## config.mk

```make
export PLATFORM = sky130hd
export DESIGN_NAME = brush_stroke_plotter_flat
export DESIGN_NICKNAME = d
export VERILOG_FILES = /design/src/rtl/brush_stroke_plotter_if.sv /design/src/rtl/brush_stroke_plotter.sv /design/src/flat_wrapper.sv
export SDC_FILE = /design/constraint.sdc
export NUM_CORES = 1
export LEC_CHECK = 0
export CAP_MARGIN = 20
export CORE_MARGIN = 10
export CORE_UTILIZATION = 55
export DETAILED_ROUTE_END_ITERATION = 8
export PLACE_DENSITY_LB_ADDON = 0.25
export RECOVER_POWER = 25
export SYNTH_ARGS = -nofsm -noshare
export SYNTH_HDL_FRONTEND = slang
export SYNTH_SLANG_ARGS = --single-unit
export TNS_END_PERCENT = 5
```

## constraint.sdc

```tcl
create_clock -name CLOCK_50 -period 11.22 [get_ports CLOCK_50]
set_input_delay 2.244 -clock CLOCK_50 [delete_from_list [all_inputs] [get_ports CLOCK_50]]
set_output_delay 2.244 -clock CLOCK_50 [all_outputs]
set_load 0.02 [all_outputs]
```

## src/rtl/brush_stroke_plotter_if.sv

```systemverilog
// Framebuffer pixel-write channel: one pixel per accepted valid/ready handshake.
// The plotter is the master; the framebuffer side is the slave.
interface brush_stroke_plotter_if #(
    parameter int COLOUR_W = 3
);
    logic                pix_valid;
    logic                pix_ready;
    logic [9:0]          pix_x;
    logic [8:0]          pix_y;
    logic [COLOUR_W-1:0] pix_colour;

    modport master (
        output pix_valid,
        output pix_x,
        output pix_y,
        output pix_colour,
        input  pix_ready
    );

    modport slave (
        input  pix_valid,
        input  pix_x,
        input  pix_y,
        input  pix_colour,
        output pix_ready
    );
endinterface

```

## src/rtl/brush_stroke_plotter.sv

```systemverilog
// Draws a continuous brush stroke while the left mouse button is held: successive
// cursor samples are joined by a Bresenham line and a square brush is stamped per point.
//
// state | meaning
// IDLE  | waiting for pen down / cursor motion; starts a new line segment
// STAMP | scanning the BRUSH x BRUSH square around (px,py), one pixel per cycle
// STEP  | one Bresenham step toward (x1,y1)
module brush_stroke_plotter #(
    parameter int BRUSH    = 3,
    parameter int SCREEN_W = 640,
    parameter int SCREEN_H = 480,
    parameter int COLOUR_W = 3
) (
    input  logic                   CLOCK_50,
    input  logic                   reset,
    input  logic signed [10:0]     cursor_x,
    input  logic signed [10:0]     cursor_y,
    input  logic                   left_button,
    input  logic [COLOUR_W-1:0]    colour_in,
    brush_stroke_plotter_if.master pix,
    output logic                   busy
);
    localparam logic [1:0] S_IDLE  = 2'd0;
    localparam logic [1:0] S_STAMP = 2'd1;
    localparam logic [1:0] S_STEP  = 2'd2;

    localparam logic signed [11:0] HALF  = 12'((BRUSH - 1) / 2);
    localparam logic signed [11:0] X_LIM = 12'(SCREEN_W);
    localparam logic signed [11:0] Y_LIM = 12'(SCREEN_H);
    localparam logic signed [10:0] X_MAX = 11'(SCREEN_W - 1);
    localparam logic signed [10:0] Y_MAX = 11'(SCREEN_H - 1);
    localparam logic [3:0]         B_LAST = 4'(BRUSH - 1);

    logic [1:0]          state;
    logic                pen_down;
    logic [9:0]          last_x;
    logic [8:0]          last_y;
    logic signed [11:0]  x1, y1, px, py, dx, dy, err;
    logic                sx_neg, sy_neg;
    logic [3:0]          bx, by;
    logic [COLOUR_W-1:0] colour_r;

    logic [9:0]          cx;
    logic [8:0]          cy;
    logic signed [11:0]  cx_s, cy_s, x0_s, y0_s, adx, ady;
    logic                start;
    logic signed [11:0]  cand_x, cand_y;
    logic                in_range, advance, at_end;
    logic signed [12:0]  e2, dx13, dy13;
    logic                step_x, step_y;
    logic signed [11:0]  err_step;

    always_comb begin
        cx = cursor_x[9:0];
        if (cursor_x[10])
            cx = '0;
        else if (cursor_x > X_MAX)
            cx = X_MAX[9:0];

        cy = cursor_y[8:0];
        if (cursor_y[10])
            cy = '0;
        else if (cursor_y > Y_MAX)
            cy = Y_MAX[8:0];
    end

    // A pen already down continues from the last drawn point; a fresh press is a dot.
    always_comb begin
        cx_s  = {2'b00, cx};
        cy_s  = {3'b000, cy};
        x0_s  = pen_down ? {2'b00, last_x} : cx_s;
        y0_s  = pen_down ? {3'b000, last_y} : cy_s;
        adx   = (cx_s >= x0_s) ? (cx_s - x0_s) : (x0_s - cx_s);
        ady   = (cy_s >= y0_s) ? (cy_s - y0_s) : (y0_s - cy_s);
        start = left_button && (!pen_down || (cx != last_x) || (cy != last_y));
    end

    always_comb begin
        cand_x   = px + $signed({8'b0, bx}) - HALF;
        cand_y   = py + $signed({8'b0, by}) - HALF;
        in_range = (cand_x >= 12'sd0) && (cand_x < X_LIM) &&
                   (cand_y >= 12'sd0) && (cand_y < Y_LIM);
        advance  = (state == S_STAMP) && (!in_range || pix.pix_ready);
        at_end   = (px == x1) && (py == y1);
    end

    // Both step decisions use the error value from before this step.
    always_comb begin
        e2       = {err, 1'b0};
        dx13     = {dx[11], dx};
        dy13     = {dy[11], dy};
        step_x   = (e2 >= dy13);
        step_y   = (e2 <= dx13);
        err_step = err + (step_x ? dy : 12'sd0) + (step_y ? dx : 12'sd0);
    end

    always_comb begin
        pix.pix_valid  = (state == S_STAMP) && in_range;
        pix.pix_x      = pix.pix_valid ? cand_x[9:0] : '0;
        pix.pix_y      = pix.pix_valid ? cand_y[8:0] : '0;
        pix.pix_colour = pix.pix_valid ? colour_r : '0;
        busy           = (state != S_IDLE);
    end

    always_ff @(posedge CLOCK_50 or posedge reset) begin
        if (reset) begin
            state    <= S_IDLE;
            pen_down <= 1'b0;
            last_x   <= '0;
            last_y   <= '0;
            x1       <= '0;
            y1       <= '0;
            px       <= '0;
            py       <= '0;
            dx       <= '0;
            dy       <= '0;
            err      <= '0;
            sx_neg   <= 1'b0;
            sy_neg   <= 1'b0;
            bx       <= '0;
            by       <= '0;
            colour_r <= '0;
        end else begin
            case (state)
                S_IDLE: begin
                    if (!left_button) begin
                        pen_down <= 1'b0;
                    end else if (start) begin
                        x1       <= cx_s;
                        y1       <= cy_s;
                        px       <= x0_s;
                        py       <= y0_s;
                        dx       <= adx;
                        dy       <= -ady;
                        err      <= adx - ady;
                        sx_neg   <= (cx_s < x0_s);
                        sy_neg   <= (cy_s < y0_s);
                        colour_r <= colour_in;
                        pen_down <= 1'b1;
                        bx       <= '0;
                        by       <= '0;
                        state    <= S_STAMP;
                    end
                end
                S_STAMP: begin
                    if (advance) begin
                        if (bx != B_LAST) begin
                            bx <= bx + 4'd1;
                        end else begin
                            bx <= '0;
                            if (by != B_LAST) begin
                                by <= by + 4'd1;
                            end else begin
                                by <= '0;
                                if (at_end) begin
                                    last_x <= x1[9:0];
                                    last_y <= y1[8:0];
                                    state  <= S_IDLE;
                                end else begin
                                    state  <= S_STEP;
                                end
                            end
                        end
                    end
                end
                S_STEP: begin
                    err <= err_step;
                    if (step_x)
                        px <= sx_neg ? (px - 12'sd1) : (px + 12'sd1);
                    if (step_y)
                        py <= sy_neg ? (py - 12'sd1) : (py + 12'sd1);
                    bx    <= '0;
                    by    <= '0;
                    state <= S_STAMP;
                end
                default: state <= S_IDLE;
            endcase
        end
    end
endmodule

```

## src/flat_wrapper.sv

```systemverilog
// flat-port wrapper written by rule: the top's interface ports become plain ports
module brush_stroke_plotter_flat 
#(
    parameter int BRUSH    = 3,
    parameter int SCREEN_W = 640,
    parameter int SCREEN_H = 480,
    parameter int COLOUR_W = 3
)
  (CLOCK_50, reset, cursor_x, cursor_y, left_button, colour_in, busy, pix_pix_valid, pix_pix_x, pix_pix_y, pix_pix_colour, pix_pix_ready);
  brush_stroke_plotter_if #(.COLOUR_W(COLOUR_W)) pix_i ();
  input  logic CLOCK_50;
  input  logic reset;
  input  logic signed [10:0] cursor_x;
  input  logic signed [10:0] cursor_y;
  input  logic left_button;
  input  logic [COLOUR_W-1:0] colour_in;
  output logic busy;
  output wire logic [$bits(pix_i.pix_valid)-1:0] pix_pix_valid;
  output wire logic [$bits(pix_i.pix_x)-1:0] pix_pix_x;
  output wire logic [$bits(pix_i.pix_y)-1:0] pix_pix_y;
  output wire logic [$bits(pix_i.pix_colour)-1:0] pix_pix_colour;
  input wire logic [$bits(pix_i.pix_ready)-1:0] pix_pix_ready;
  assign pix_pix_valid = pix_i.pix_valid;
  assign pix_pix_x = pix_i.pix_x;
  assign pix_pix_y = pix_i.pix_y;
  assign pix_pix_colour = pix_i.pix_colour;
  assign pix_i.pix_ready = pix_pix_ready;
  brush_stroke_plotter #(.BRUSH(BRUSH), .SCREEN_W(SCREEN_W), .SCREEN_H(SCREEN_H), .COLOUR_W(COLOUR_W)) u_core (.CLOCK_50(CLOCK_50), .reset(reset), .cursor_x(cursor_x), .cursor_y(cursor_y), .left_button(left_button), .colour_in(colour_in), .pix(pix_i), .busy(busy));
endmodule
```

* After elaboration in Yosys (flattened, before gate mapping)
Index checks and enable logic that the tools add are counted.
** Storage, ports and cells
- Bits in registers :: 114
- Bits of input ports :: 29
- Output and inout bits :: 24
- Logic and storage cells :: 133
** Operators by class
- $add $sub $neg :: 18
- Order comparisons :: 12
- Eq/ne operators :: 16
- Muxes and demuxes :: 44
- Bitwise gates (word level) :: 2
- Reduce and logical (&&, ||, !) cells :: 25
** Operators by type and width (number)
- $mux 12 :: 14
- $pmux 12 s2 :: 3
- $sub 12x2->12 const B :: 4
- $mux 10 :: 4
- $mux 9 :: 4
- $mux 4 :: 7
- $add 12x12->12 :: 2
- $add 12x2->12 const B :: 2
- $add 12x5->12 :: 2
- $ge 12x1->1 const B :: 2
- $pmux 4 s3 :: 2
- $reduce_and 5->1 :: 3
- $ge 13x12->1 :: 1
- $le 13x12->1 :: 1
- $eq 12x10->1 :: 1
- $eq 12x11->1 :: 1
- $ge 10x12->1 :: 1
- $ge 11x12->1 :: 1
- $lt 10x12->1 :: 1
- $lt 11x12->1 :: 1
- $lt 12x10->1 const B :: 1
- $lt 12x11->1 const B :: 1
- $mux 2 :: 6
- $neg 12->12 :: 1
- other kinds (28) :: 51

* Logic depth before layout (Yosys ltp)
- Word-level depth :: 11
- Depth in mapped cells :: 30
- Depth with buffers taken out :: 29

* Least setup slack after synthesis
OpenSTA, ideal clock, no wires.
- Kind :: input port to flip-flop
- Start point :: input cursor_x[10]
- End point :: register u_core.err[9]
- Setup time :: 0.086 ns
- Arrival time :: 7.523 ns
- Data required time :: 11.134 ns
- Setup slack :: 3.611 ns
- Cell stages on the path :: 24
- Path buffers :: 4
- Cells stage by stage :: clkbuf_1 nand2b_1 clkbuf_1 nor2_1 clkbuf_1 a21o_1 mux2_2 inv_1 fa_1 a21oi_1 o21a_1 o211ai_1 a211oi_4 clkbuf_1 mux2i_1 o21ai_0 a221oi_1 xnor2_1 ha_1 a21o_1 a41oi_1 maj3_2 or4b_1 a32oi_1
** Between the ends
- Cells in the longest elaborated chain, start to end :: 10
- Elaborated cells on any way between the ends :: 18
- Those cells by class :: add/sub: 3; order compare: 2; eq/ne: 2; mux: 7; reduce/logical: 4
** RTL lines
- start: declaration :: RTL line flat_wrapper.sv:13 : input logic signed [10:0] cursor_x;
- $gt 11x11->1 :: RTL line brush_stroke_plotter.sv:57 : else if (cursor_x > X_MAX)
- $mux 10 :: RTL line brush_stroke_plotter.sv:57
- $mux 10 (*) :: RTL line brush_stroke_plotter.sv:55 : if (cursor_x[10])
- named net u_core.cx[1] :: RTL line brush_stroke_plotter.sv:43 : logic [9:0] cx;
- $mux 10 :: RTL line brush_stroke_plotter.sv:71 : x0_s = pen_down ? {2'b00, last_x} : cx_s;
- $sub 12x11->12 (tied with other cells) :: RTL line brush_stroke_plotter.sv:73 : adx = (cx_s >= x0_s) ? (cx_s - x0_s) : (x0_s - cx_s);
- $mux 12 (*) :: RTL line brush_stroke_plotter.sv:73
- named net u_core.adx[6] :: RTL line brush_stroke_plotter.sv:45 : logic signed [11:0] cx_s, cy_s, x0_s, y0_s, adx, ady;
- $sub 12x12->12 (*) :: RTL line brush_stroke_plotter.sv:135 : err <= adx - ady;
- $mux 12 (*) :: RTL line brush_stroke_plotter.sv:128 : end else if (start) begin
- $mux 12 (*) :: RTL line brush_stroke_plotter.sv:126 : if (!left_button) begin
- $pmux 12 s2 (*) :: RTL line brush_stroke_plotter.sv:124 : case (state)
- end signal: assignment :: RTL line brush_stroke_plotter.sv:135
- end signal: assignment :: RTL line brush_stroke_plotter.sv:167 : err <= err_step;
- end: declaration :: RTL line brush_stroke_plotter.sv:38 : logic signed [11:0] x1, y1, px, py, dx, dy, err;
Mark *: on every way through the listed nets, which the timed path passes. The rest lies on a longest branch. The select of a mux whose other input is x is not followed.
A chain may end at the register's enable or synchronous reset.

* Final worst setup path
Same ends and word-level chain as after synthesis.

==> flow_summary.ini <==
[run_status]
status = complete, but fails checks
violations = capacitance limit, slew limit

[cells_and_area]
layout_common_cells = inv_1, nand2_1, ha_1
layout.nets = 1636
fillers = 1843
diodes = 0
final_common_cell = inv_1
final_layout_size_suffix_gt1_share_pct = 6.866
area_growth_pct = 11.71

[sta]
fmax_mhz = 114.4
setup_tns_ns = 0
max_slew_margin_pct = -124.4
timing.hold.ws_ns = 0.4719
setup_viol = 0
tightest_slew_ns = 3.348
skew_ns = 0.01188
grt_setup_unrepaired = no
hold_viol_final = 0
finalCriticalPeriod_ns = 8.740
slew_viol_final = 73
post-route-period-util_pct = 77.89

[floorplan]
die_y_um = 164.6
initial_core_util_pct = 56.28
rows = 52
core_area_mm2 = 0.02043
ioPinCount = 53
dieArea_mm2 = 0.02709
die_w_um = 164.6

[routing]
drtAntennaViolNets = 0
drc = 0
firstDrtPassIters = 5
wl_per_cell_um = 18.20
drt_iter0_markers = 758
wl_mm = 31.68
viasPerCell = 5.880
vias = 10237

[global_routing]
grt_pass1_vias = 10045
grt_pass1_wl_mm = 51.20
grt_max_degree = 73
grt_antenna_before_repair = 0
gr-usage-all-layers_pct = 23.52
gr-total-overflow = 0

[critical_path]
critPathArrivalTime_ns = 9.09
crit_buf_inv = 2
crit_type = input port to register
critPathCaptureType = register
r2r_start = u_core.pen_down$_DFFE_PP0P_
crit_family = compound AO/OA/AOI/OAI gates
crit_path_max_incr_delay_ns = 0.76
critPathLaunch = cursor_x[10]
crit_required_ns = 11.57
worst_path_max_delay_cell = a211oi_4
crit_chain = clkdlybuf4s50_1 -> nand2b_1 -> nor2_1 -> a21o_1 -> mux2_2 -> ha_1 -> inv_1 -> fa_1 -> a21oi_1 -> o21a_1 -> o211ai_1 -> a211oi_4 -> mux2i_1 -> a221oi_1 -> o21ai_0 -> a221oi_1 -> xnor2_1 -> ha_1 -> a21o_1 -> a41oi_1 -> maj3_2 -> or4b_1 -> a32oi_1
start_kind = input port
critPathMaxFanout = 18

[synth]
ys_async_sr_fraction_pct = 100.0
synth_area_mm2 = 0.01150
synth_edf_count = 0
synth_area_leader_cell = dfrtp_1
avgSynthCellArea_um2 = 8.097
synth.area.top_cells = dfrtp_1, ha_1, inv_1, o21ai_0, xnor2_1
synth_cell_types = 85
ys_seq_area_share_pct = 24.81
yosysWarnings = 0
ys_seq_elements = 114
synth_cells = 1420
synth_top_cell_area_share_pct = 24.81
synth_flop_cell = dfrtp_1
syn-num-nets = 1598

[placement]
io_buffers = 52
gp_congestion = 0.9422
hpwl_mm = 24.77

[clocking]
postCtsSetupBuffers = 0
htreeDepth = 4
postCtsHoldBufs = 0
cts-root-buf = clkbuf_16
numCtsBuffers = 17
cts_max_path_buffers = 2
worstSkewPairLatency_ns = 0.43
cts_tree = built
cts_sinks = 114
cts_resized = 0
clk_pin_slew_ns = 0.06

[worst_hold_path]
min_path_type = register to register
min-delay-start = u_core.colour_r[0]$_DFFE_PP0P_

[power]
p_leak_uw = 0.006046
peakVddDrop_mv = 0.1636
power.total_uw = 4497
powerDensity_mw_per_mm2 = 350.1

[job]
drv_cap = 1
power breakdown:
| group | switching [uW] | total, uW | internal, uW | leakage [uW] |
|---|---|---|---|---|
| clock | 220 | 526 | 306 | 0.000272 |
| combinational | 1840 | 3210 | 1380 | 0.00434 |
| sequential | 189 | 757 | 567 | 0.00144 |
cell type report:
cell class                 instances  area [um^2]  share of cell area [%]
inverter                         178        669.4                   5.212
tap                              270        337.8                   2.630
clock buffer                      17        425.4                   3.312
multi-input combinational       1083         7818                   60.87
sequential                       114         2853                   22.21
clock inverter                    15        132.6                   1.033
timing repair buffer              64        608.1                   4.735
kinds of logic (layout without fill, tap and decap cells):
logic type,count (synthesis),in the layout,share of synthesized area (%)
compound gates,396,396,21.82
simple gates,396,396,16.49
buf+inv,223,274,7.346
fa+ha+maj,151,151,17.71
flops,114,114,24.81
xor+xnor,92,92,7.204
mux,48,48,4.625
state kept, by name (all words and copies together), names as in the netlist:
register	cells
u_core.x1	10
u_core.dx	12
u_core.dy	12
u_core.state	2
u_core.px	12
u_core.pen_down	1
u_core.py	12
u_core.err	12
u_core.colour_r	3
u_core.last_y	9
u_core.bx	4
u_core.y1	9
u_core.sy_neg	1
u_core.sx_neg	1
u_core.by	4
u_core.last_x	10
cells in the mapped netlist, drive strengths merged (10+ instances only):
cell type,instances
a211oi,11
a21o,27
a21oi,96
a31oi,12
and2,17
clkbuf,37
dfrtp,114
fa,20
ha,129
inv,177
mux2,31
mux2i,17
nand2,153
nand2b,17
nand3,22
nand4,11
nor2,76
nor2b,20
nor3,28
o211ai,16
o21a,17
o21ai,126
o21bai,20
o31ai,10
xnor2,68
xor2,23
stage by stage:
step                      setup slack, ns  instances  utilization, %  area, um^2
after global routing                1.967       1741           62.87       12840
final                               2.480       1741           62.87       12840
after floorplan                     3.611       1420               -       11500
after detailed placement            2.163       1708           60.12       12280
after global placement              2.286       1708           60.12       12280
after CTS                           2.553       1740           62.85       12840
layer usage:
metal / up-vias / part of all wire, % / routed length (um) / track usage (%)
met5: - / 0 / 0 / 0
met4: 0 / 3.2 / 1016 / 8.857
met3: 62 / 4.5 / 1436 / 4.332
met2: 265 / 49 / 15500 / 40.54
met1: 4898 / 43 / 13730 / 28.60
li1: 5012 / - / - / -
worst paths after layout:
path | slack [ns] | end | cells past startpoint
worst max-delay path | 2.48 | u_core.err[9]$_DFFE_PP0P_ | 23
worst min register to register | 0.47 | u_core.colour_r[0]$_DFFE_PP0P_ | 2
min in group asynchronous | 3.23 | u_core.colour_r[1]$_DFFE_PP0P_ | 2
worst max register to register | 4.62 | u_core.err[9]$_DFFE_PP0P_ | 21
max in group asynchronous | 6.30 | u_core.sy_neg$_DFFE_PP0P_ | 3
worst min-delay path | 0.47 | u_core.colour_r[0]$_DFFE_PP0P_ | 2
worst register-to-register path, delay by kind of cell, from the launching register on:
family | cells | cell delay (ns)
compound gates | 10 | 2.70
fa+ha+maj | 4 | 1.33
buf+inv | 3 | 0.95
mux | 2 | 0.56
simple gates | 1 | 0.47
flops | 1 | 0.33
xor+xnor | 1 | 0.16
Power figures use the tool's default switching activity.
